**config.mk**
```make
export PLATFORM = sky130hd
export DESIGN_NAME = cdb_writeback_flat
export DESIGN_NICKNAME = d
export VERILOG_FILES = /design/src/rtl/cdb_writeback_if.sv /design/src/rtl/cdb_writeback.sv /design/src/flat_wrapper.sv
export SDC_FILE = /design/constraint.sdc
export NUM_CORES = 1
export LEC_CHECK = 0
export BUFFER_PORTS_ARGS = -buffer_cell sky130_fd_sc_hd__clkbuf_2
export CAP_MARGIN = 20
export CORE_MARGIN = 1
export CORE_UTILIZATION = 30
export DETAILED_ROUTE_END_ITERATION = 16
export PLACE_DENSITY = 0.49
export SETUP_SLACK_MARGIN = 0.02
export SLEW_MARGIN = 20
export SYNTH_ARGS = -nofsm -noshare
export SYNTH_HDL_FRONTEND = slang
export SYNTH_HIERARCHICAL = 1
export SYNTH_SLANG_ARGS = --single-unit
```
**constraint.sdc**
```tcl
create_clock -name clk -period 2 [get_ports clk]
set_clock_uncertainty 0.15 [all_clocks]
set_input_delay 0.2 -clock clk [delete_from_list [all_inputs] [get_ports clk]]
set_output_delay 0.2 -clock clk [all_outputs]
set_load 0.03 [all_outputs]
```
**src/rtl/cdb_writeback_if.sv**
```systemverilog
// Bundle of the three unit result ports, their ready/occupancy returns and the
// common data bus broadcast. slave is the writeback stage, master the environment.
interface cdb_writeback_if #(
  parameter int DATA_W = 16,
  parameter int TAG_W  = 4,
  parameter int DEPTH  = 2
);
  localparam int CNT_W = $clog2(DEPTH) + 1;

  logic              f0_valid, f1_valid, f3_valid;
  logic [TAG_W-1:0]  f0_tag,   f1_tag,   f3_tag;
  logic [DATA_W-1:0] f0_value, f1_value, f3_value;
  logic              f0_ready, f1_ready, f3_ready;
  logic [CNT_W-1:0]  f0_count, f1_count, f3_count;

  logic              cdb_hold;
  logic              cdb_valid;
  logic [TAG_W-1:0]  cdb_tag;
  logic [DATA_W-1:0] cdb_value;
  logic [1:0]        cdb_unit;

  modport master (
    output f0_valid, f0_tag, f0_value, f1_valid, f1_tag, f1_value,
           f3_valid, f3_tag, f3_value, cdb_hold,
    input  f0_ready, f1_ready, f3_ready, f0_count, f1_count, f3_count,
           cdb_valid, cdb_tag, cdb_value, cdb_unit
  );

  modport slave (
    input  f0_valid, f0_tag, f0_value, f1_valid, f1_tag, f1_value,
           f3_valid, f3_tag, f3_value, cdb_hold,
    output f0_ready, f1_ready, f3_ready, f0_count, f1_count, f3_count,
           cdb_valid, cdb_tag, cdb_value, cdb_unit
  );
endinterface

```
**src/rtl/cdb_writeback.sv**
```systemverilog
// Result writeback: one small FIFO per functional unit, F3-priority / F0-F1
// round-robin arbitration onto a single registered common data bus.
module cdb_wb_fifo #(
  parameter int DATA_W = 16,
  parameter int TAG_W  = 4,
  parameter int DEPTH  = 2
) (
  input  logic                        clk,
  input  logic                        rst_n,
  input  logic                        push_vld,
  input  logic [TAG_W-1:0]            push_tag,
  input  logic [DATA_W-1:0]           push_val,
  input  logic                        pop,
  output logic                        rdy,
  output logic [TAG_W-1:0]            head_tag,
  output logic [DATA_W-1:0]           head_val,
  output logic [$clog2(DEPTH):0]      count
);
  localparam int PTR_W = $clog2(DEPTH);
  localparam int CNT_W = PTR_W + 1;

  typedef struct packed {
    logic [TAG_W-1:0]  tag;
    logic [DATA_W-1:0] value;
  } entry_t;

  entry_t [DEPTH-1:0] mem_q, mem_d;
  logic [PTR_W-1:0]   wp_q, wp_d, rp_q, rp_d;
  logic [CNT_W-1:0]   cnt_q, cnt_d;
  logic               push;

  // Ready looks only at the registered count, never at this cycle's pop.
  assign rdy      = (cnt_q != CNT_W'(DEPTH));
  assign push     = push_vld && rdy;
  assign head_tag = mem_q[rp_q].tag;
  assign head_val = mem_q[rp_q].value;
  assign count    = cnt_q;

  always_comb begin
    mem_d = mem_q;
    wp_d  = wp_q;
    rp_d  = rp_q;
    if (push) begin
      mem_d[wp_q] = '{tag: push_tag, value: push_val};
      wp_d        = wp_q + PTR_W'(1);
    end
    if (pop) rp_d = rp_q + PTR_W'(1);
    cnt_d = cnt_q + CNT_W'(push) - CNT_W'(pop);
  end

  always_ff @(posedge clk) begin
    if (!rst_n) begin
      wp_q  <= '0;
      rp_q  <= '0;
      cnt_q <= '0;
    end else begin
      wp_q  <= wp_d;
      rp_q  <= rp_d;
      cnt_q <= cnt_d;
    end
  end

  always_ff @(posedge clk) mem_q <= mem_d;
endmodule

module cdb_writeback #(
  parameter int DATA_W = 16,
  parameter int TAG_W  = 4,
  parameter int DEPTH  = 2
) (
  input  logic           clk,
  input  logic           rst_n,
  cdb_writeback_if.slave bus
);
  localparam int NUM_LANES = 3;
  localparam int CNT_W     = $clog2(DEPTH) + 1;
  // Lane 2 carries F3; its bus id is 3.
  localparam logic [NUM_LANES-1:0][1:0] UNIT_ID = {2'd3, 2'd1, 2'd0};

  logic [NUM_LANES-1:0]             lane_vld, lane_rdy, lane_pop, lane_ne;
  logic [NUM_LANES-1:0][TAG_W-1:0]  lane_tag, head_tag;
  logic [NUM_LANES-1:0][DATA_W-1:0] lane_val, head_val;
  logic [NUM_LANES-1:0][CNT_W-1:0]  lane_cnt;

  logic              rr_q, rr_d;
  logic              cdb_valid_q, cdb_valid_d;
  logic [TAG_W-1:0]  cdb_tag_q, cdb_tag_d;
  logic [DATA_W-1:0] cdb_value_q, cdb_value_d;
  logic [1:0]        cdb_unit_q, cdb_unit_d;

  assign lane_vld = {bus.f3_valid, bus.f1_valid, bus.f0_valid};
  assign lane_tag = {bus.f3_tag,   bus.f1_tag,   bus.f0_tag};
  assign lane_val = {bus.f3_value, bus.f1_value, bus.f0_value};
  assign {bus.f3_ready, bus.f1_ready, bus.f0_ready} = lane_rdy;
  assign bus.f0_count = lane_cnt[0];
  assign bus.f1_count = lane_cnt[1];
  assign bus.f3_count = lane_cnt[2];

  for (genvar i = 0; i < NUM_LANES; i++) begin : g_lane
    cdb_wb_fifo #(.DATA_W(DATA_W), .TAG_W(TAG_W), .DEPTH(DEPTH)) u_fifo (
      .clk      (clk),
      .rst_n    (rst_n),
      .push_vld (lane_vld[i]),
      .push_tag (lane_tag[i]),
      .push_val (lane_val[i]),
      .pop      (lane_pop[i]),
      .rdy      (lane_rdy[i]),
      .head_tag (head_tag[i]),
      .head_val (head_val[i]),
      .count    (lane_cnt[i])
    );
    assign lane_ne[i] = (lane_cnt[i] != '0);
  end

  // rr points at the F0/F1 unit that wins a tie; it moves off whoever was granted.
  always_comb begin
    lane_pop = '0;
    rr_d     = rr_q;
    if (!bus.cdb_hold) begin
      if (lane_ne[2]) begin
        lane_pop[2] = 1'b1;
      end else if (lane_ne[0] && (!lane_ne[1] || !rr_q)) begin
        lane_pop[0] = 1'b1;
        rr_d        = 1'b1;
      end else if (lane_ne[1]) begin
        lane_pop[1] = 1'b1;
        rr_d        = 1'b0;
      end
    end
  end

  always_comb begin
    cdb_valid_d = |lane_pop;
    cdb_tag_d   = cdb_tag_q;
    cdb_value_d = cdb_value_q;
    cdb_unit_d  = cdb_unit_q;
    for (int i = 0; i < NUM_LANES; i++) begin
      if (lane_pop[i]) begin
        cdb_tag_d   = head_tag[i];
        cdb_value_d = head_val[i];
        cdb_unit_d  = UNIT_ID[i];
      end
    end
  end

  always_ff @(posedge clk) begin
    if (!rst_n) begin
      rr_q        <= 1'b0;
      cdb_valid_q <= 1'b0;
      cdb_tag_q   <= '0;
      cdb_value_q <= '0;
      cdb_unit_q  <= '0;
    end else begin
      rr_q        <= rr_d;
      cdb_valid_q <= cdb_valid_d;
      cdb_tag_q   <= cdb_tag_d;
      cdb_value_q <= cdb_value_d;
      cdb_unit_q  <= cdb_unit_d;
    end
  end

  assign bus.cdb_valid = cdb_valid_q;
  assign bus.cdb_tag   = cdb_tag_q;
  assign bus.cdb_value = cdb_value_q;
  assign bus.cdb_unit  = cdb_unit_q;
endmodule

```
**src/flat_wrapper.sv**
```systemverilog
// flat-port wrapper written by rule: the top's interface ports become plain ports
module cdb_writeback_flat 
#(
  parameter int DATA_W = 16,
  parameter int TAG_W  = 4,
  parameter int DEPTH  = 2
)
  (clk, rst_n, bus_f0_valid, bus_f0_tag, bus_f0_value, bus_f1_valid, bus_f1_tag, bus_f1_value, bus_f3_valid, bus_f3_tag, bus_f3_value, bus_cdb_hold, bus_f0_ready, bus_f1_ready, bus_f3_ready, bus_f0_count, bus_f1_count, bus_f3_count, bus_cdb_valid, bus_cdb_tag, bus_cdb_value, bus_cdb_unit);
  cdb_writeback_if #(.DATA_W(DATA_W), .TAG_W(TAG_W), .DEPTH(DEPTH)) bus_i ();
  input  logic clk;
  input  logic rst_n;
  input wire logic [$bits(bus_i.f0_valid)-1:0] bus_f0_valid;
  input wire logic [$bits(bus_i.f0_tag)-1:0] bus_f0_tag;
  input wire logic [$bits(bus_i.f0_value)-1:0] bus_f0_value;
  input wire logic [$bits(bus_i.f1_valid)-1:0] bus_f1_valid;
  input wire logic [$bits(bus_i.f1_tag)-1:0] bus_f1_tag;
  input wire logic [$bits(bus_i.f1_value)-1:0] bus_f1_value;
  input wire logic [$bits(bus_i.f3_valid)-1:0] bus_f3_valid;
  input wire logic [$bits(bus_i.f3_tag)-1:0] bus_f3_tag;
  input wire logic [$bits(bus_i.f3_value)-1:0] bus_f3_value;
  input wire logic [$bits(bus_i.cdb_hold)-1:0] bus_cdb_hold;
  output wire logic [$bits(bus_i.f0_ready)-1:0] bus_f0_ready;
  output wire logic [$bits(bus_i.f1_ready)-1:0] bus_f1_ready;
  output wire logic [$bits(bus_i.f3_ready)-1:0] bus_f3_ready;
  output wire logic [$bits(bus_i.f0_count)-1:0] bus_f0_count;
  output wire logic [$bits(bus_i.f1_count)-1:0] bus_f1_count;
  output wire logic [$bits(bus_i.f3_count)-1:0] bus_f3_count;
  output wire logic [$bits(bus_i.cdb_valid)-1:0] bus_cdb_valid;
  output wire logic [$bits(bus_i.cdb_tag)-1:0] bus_cdb_tag;
  output wire logic [$bits(bus_i.cdb_value)-1:0] bus_cdb_value;
  output wire logic [$bits(bus_i.cdb_unit)-1:0] bus_cdb_unit;
  assign bus_i.f0_valid = bus_f0_valid;
  assign bus_i.f0_tag = bus_f0_tag;
  assign bus_i.f0_value = bus_f0_value;
  assign bus_i.f1_valid = bus_f1_valid;
  assign bus_i.f1_tag = bus_f1_tag;
  assign bus_i.f1_value = bus_f1_value;
  assign bus_i.f3_valid = bus_f3_valid;
  assign bus_i.f3_tag = bus_f3_tag;
  assign bus_i.f3_value = bus_f3_value;
  assign bus_i.cdb_hold = bus_cdb_hold;
  assign bus_f0_ready = bus_i.f0_ready;
  assign bus_f1_ready = bus_i.f1_ready;
  assign bus_f3_ready = bus_i.f3_ready;
  assign bus_f0_count = bus_i.f0_count;
  assign bus_f1_count = bus_i.f1_count;
  assign bus_f3_count = bus_i.f3_count;
  assign bus_cdb_valid = bus_i.cdb_valid;
  assign bus_cdb_tag = bus_i.cdb_tag;
  assign bus_cdb_value = bus_i.cdb_value;
  assign bus_cdb_unit = bus_i.cdb_unit;
  cdb_writeback #(.DATA_W(DATA_W), .TAG_W(TAG_W), .DEPTH(DEPTH)) u_core (.clk(clk), .rst_n(rst_n), .bus(bus_i));
endmodule
```
==> results.tsv <==
stage	metric	value	unit
logic_synthesis	Post-Synthesis Cells	405	
status	status	finished, final reports clean	
logic_synthesis	Unique masters post-synth	36	
power_and_ir_drop	worst vdd ir	0.850	mV
timing	Tmin final	1.92	ns
worst_setup_path	Arr. time, crit path	2.07	ns
place	RePlAce Congestion	0.739	
finish	share of layout cells above drive strength 1	39.2	%
floorplan	area of the core	0.0204	mm^2
clock_tree	insertion delay to the later sink of the worst-skew pair	0.42	ns
timing	final setup vio count	0	
worst_setup_path	critical-path cell list	or3_4 > nor2_4 > xnor2_1 > ha_2 > nand3b_1 > mux2i_1 > a211o_1	
clock_tree	root cell of the clock tree	clkbuf_16	
global_routing	GRT Max-Usage Layer	met2	
logic_synthesis	Synthesized Nets	474	
power_and_ir_drop	Comb pwr share	32.9	%
timing	Final Max Slew Viols	0	
place	post-detail-place hpwl	9450	um
routing	ANT nets after route	0	
finish	# diodes	0	
routing	average wire per cell in the routed design	16.1	um
logic_synthesis	Synth async-reset ratio	0	%
clock_tree	Clock Pin Slew Worst Setup and Hold Paths	0.06	ns
timing	RSZ-0062 raised after global routing	no	
floorplan	Initial Utilization	30.8	%
min_path	hold crit path type	primary input to flop	
timing	post-route clock period utilization	96.1	%
timing	fmax	521	MHz
routing	via count	3895	
global_routing	initial antenna violation count	0	
clock_tree	H-tree depth	4	
worst_setup_path	Largest stage delay, worst path	0.41	ns
global_routing	vias in the first global route	4170	
routing	Routed WL	14000	um
timing	Final Hold Vio Count	0	
worst_setup_path	WP data required	2.15	ns
timing	Max-slew headroom	67.1	%
floorplan	Die W	147	um
logic_synthesis	largest area contributor in the netlist	edfxtp_1	
logic_synthesis	Cell Area, Synth	0.00628	mm^2
clock_tree	CTS buffer count	17	
global_routing	first-pass GRT wire length	22400	um
worst_setup_path	crit start category	flop	
finish	final core occ	41.8	%
timing	Worst Tran Pin Value	0.494	ns
power_and_ir_drop	Internal Power	7.86	mW
logic_synthesis	Synth top area share	57.4	%
routing	Via density	4.48	
logic_synthesis	dominant synthesized flop cell	edfxtp_1	
global_routing	Congestion Overflow GR	0	
routing	DRC	0	
finish	layout net count	655	
logic_synthesis	Seq cells post-synth	156	
routing	drt first pass iters	4	
floorplan	Die ar.	0.0215	mm^2
global_routing	met2 Usage GRT	24.2	%
worst_setup_path	critical path type	flop to flop	
power_and_ir_drop	sw frac	32.9	%
power_and_ir_drop	Leak	3.27	nW
worst_setup_path	Slowest-stage cell, CP	or3_4	
floorplan	Die Y	147	um
global_routing	met3 Use GR	3.84	%
clock_tree	CTS tree	done	
global_routing	met1 usage	16.9	%
place	Port-buffer cells	97	
power_and_ir_drop	Power Density	1370	mW/mm^2
logic_synthesis	Post-synth EDFFs	120	
power_and_ir_drop	Sw Pwr	3.85	mW
worst_setup_path	delay-heaviest family, CP	simple AND/OR/NAND/NOR gates	
finish	layout overhead on the synthesized area	35.7	%
routing	Starting DRT DRC Count	186	
worst_setup_path	crit path max fanout	7	
clock_tree	clock tree buffer depth	2	
worst_setup_path	WP buf/inv	0	
floorplan	row cnt	52	
global_routing	all-layer global routing usage	14.0	%
logic_synthesis	Syn Area/Cell	15.5	um^2
global_routing	largest net degree at the start of global routing	34	
logic_synthesis	register area share after synthesis	68.9	%
power_and_ir_drop	Flop pwr share	39.4	%
worst_setup_path	Crit. End Element	flop	
floorplan	I/O Pins	98	
clock_tree	Sink Count	156	
logic_synthesis	Synth Warn #	6	
logic_synthesis	Area contributors post-synth	edfxtp_1 57%, dfxtp_1 11%, mux2_2 11%	
timing	setup TNS	0	ns
job	maxcap violations	0	
power_and_ir_drop	clock network power share	27.7	%
[cells by family (layout without fill, tap and decap cells)]
kind of cell             after synthesis  after routing  share of synthesized area [%]
adder cells (fa/ha/maj)                3              3                          0.598
flip-flops                           156            156                           68.9
buffers and inverters                 30            224                           2.23
AND/OR/NAND/NOR                       84             84                           7.03
multiplexers                          83             83                           14.4
AO/OA/AOI/OAI                         43             43                           6.02
XOR/XNOR                               6              6                          0.837
[layout by cell type (no fill, tap or decap), types with 2 or more instances in the layout]
cell type / instances
edfxtp_1: 120
clkbuf_2: 97
dlygate4sd3_1: 62
mux2_2: 60
dfxtp_1: 30
nand2_1: 27
mux2i_1: 23
nand3_1: 23
o221ai_1: 20
clkbuf_16: 17
buf_4: 15
inv_1: 10
nand3b_1: 7
buf_12: 7
xnor2_1: 6
nor2_1: 5
a21oi_1: 5
dfxtp_4: 5
clkinvlp_4: 4
and2_1: 4
bufinv_16: 3
inv_6: 3
a21bo_2: 3
nor4b_1: 3
a21boi_2: 3
a211o_1: 3
clkbuf_1: 2
nor2_2: 2
a21o_1: 2
nor2b_1: 2
nand2b_1: 2
ha_2: 2
and3_2: 2
a211oi_1: 2
[per-stage QoR]
stage                     cell area, um^2  power, mW  std cells  hold WS [ns]  setup slack (ns)
final                                8520       11.7        869        0.0401            0.0790
after global routing                 8520       12.4        869        0.0630           0.00562
after global placement               7280       8.39        773         0.239            0.0789
after detailed placement             7280       8.47        773         0.243            0.0526
after CTS                            8490       11.9        867        0.0192            0.0459
after floorplan                      6310       7.17        405         0.149            0.0247
[worst register-to-register path: stages, from the launching register on]
cell and delay, ns:
dfxtp_4 0.37, or3_4 0.41, nor2_4 0.13, xnor2_1 0.13
ha_2 0.22, nand3b_1 0.11, mux2i_1 0.08, a211o_1 0.22
[power by group through the flow]
stage / logic (mW) / clock network, mW / registers, mW
final: 3.86 / 3.25 / 4.61
after global routing: 4.18 / 3.49 / 4.70
after floorplan: 1.99 / 0 / 5.17
after global placement: 3.75 / 0 / 4.64
after CTS: 3.91 / 3.33 / 4.62
after detailed placement: 3.79 / 0 / 4.68
[per-layer routing]
metal	up-vias	routed length, um
met1	1896	6180
met3	8	536
met4	0	111
li1	1923	-
met5	-	0
met2	68	7190
[repair_timing]
item | CTS | global route
setup buffers | 0 | 2
hold buffers | 62 | 0
resized for setup | 0 | 4
hold endpoints to repair | 122 | 0
setup endpoints to repair | 0 | 3
[cell usage after synthesis, drive strengths merged, types with 2 or more instances]
master	n
a21boi	3
and3	3
edfxtp	120
xnor2	6
a21oi	5
o221ai	20
nand2	27
nand3	23
nor4b	3
ha	3
dfxtp	36
nand2b	3
buf	12
a21o	2
nand3b	7
inv	11
a21bo	3
a211o	3
mux2i	23
nor2	8
mux2	60
nor2b	2
nor3	2
a211oi	3
clkbuf	7
and2	4
[path summary, 6_finish.rpt]
path	from	cells after the start	endpoint	slack, ns
worst max-delay path	u_core/g_lane[2].u_fifo/count[0]	7	u_core/g_lane[0].u_fifo/count[1]	0.08
worst min-delay path	bus_f1_valid	3	u_core/g_lane[1].u_fifo/wp_q	0.04
worst max register to register	u_core/g_lane[2].u_fifo/count[0]	7	u_core/g_lane[0].u_fifo/count[1]	0.08
worst min register to register	u_core/bus.cdb_value[7]	2	u_core/bus.cdb_value[7]	0.37
[state kept, by name, summed over array words and instances, names as in the netlist]
register	cells
u_core/bus.cdb_value	16
u_core/bus.cdb_tag	4
u_core/g_lane.u_fifo/count	6
u_core/g_lane.u_fifo/mem_q	120
u_core/g_lane.u_fifo/rp_q	3
u_core/bus.cdb_valid	1
u_core/rr_q	1
u_core/g_lane.u_fifo/wp_q	3
u_core/bus.cdb_unit	2
[layout make-up]
cell class | count | area, um^2
fillers | 1870 | 11800
inverters | 11 | 41.3
clock inverters | 13 | 164
flip-flops and latches | 156 | 4340
clock buffers | 19 | 433
repair buffers | 181 | 1360
multi-input cells | 219 | 1840
well taps | 270 | 338
(Power assumes the default switching activity.)
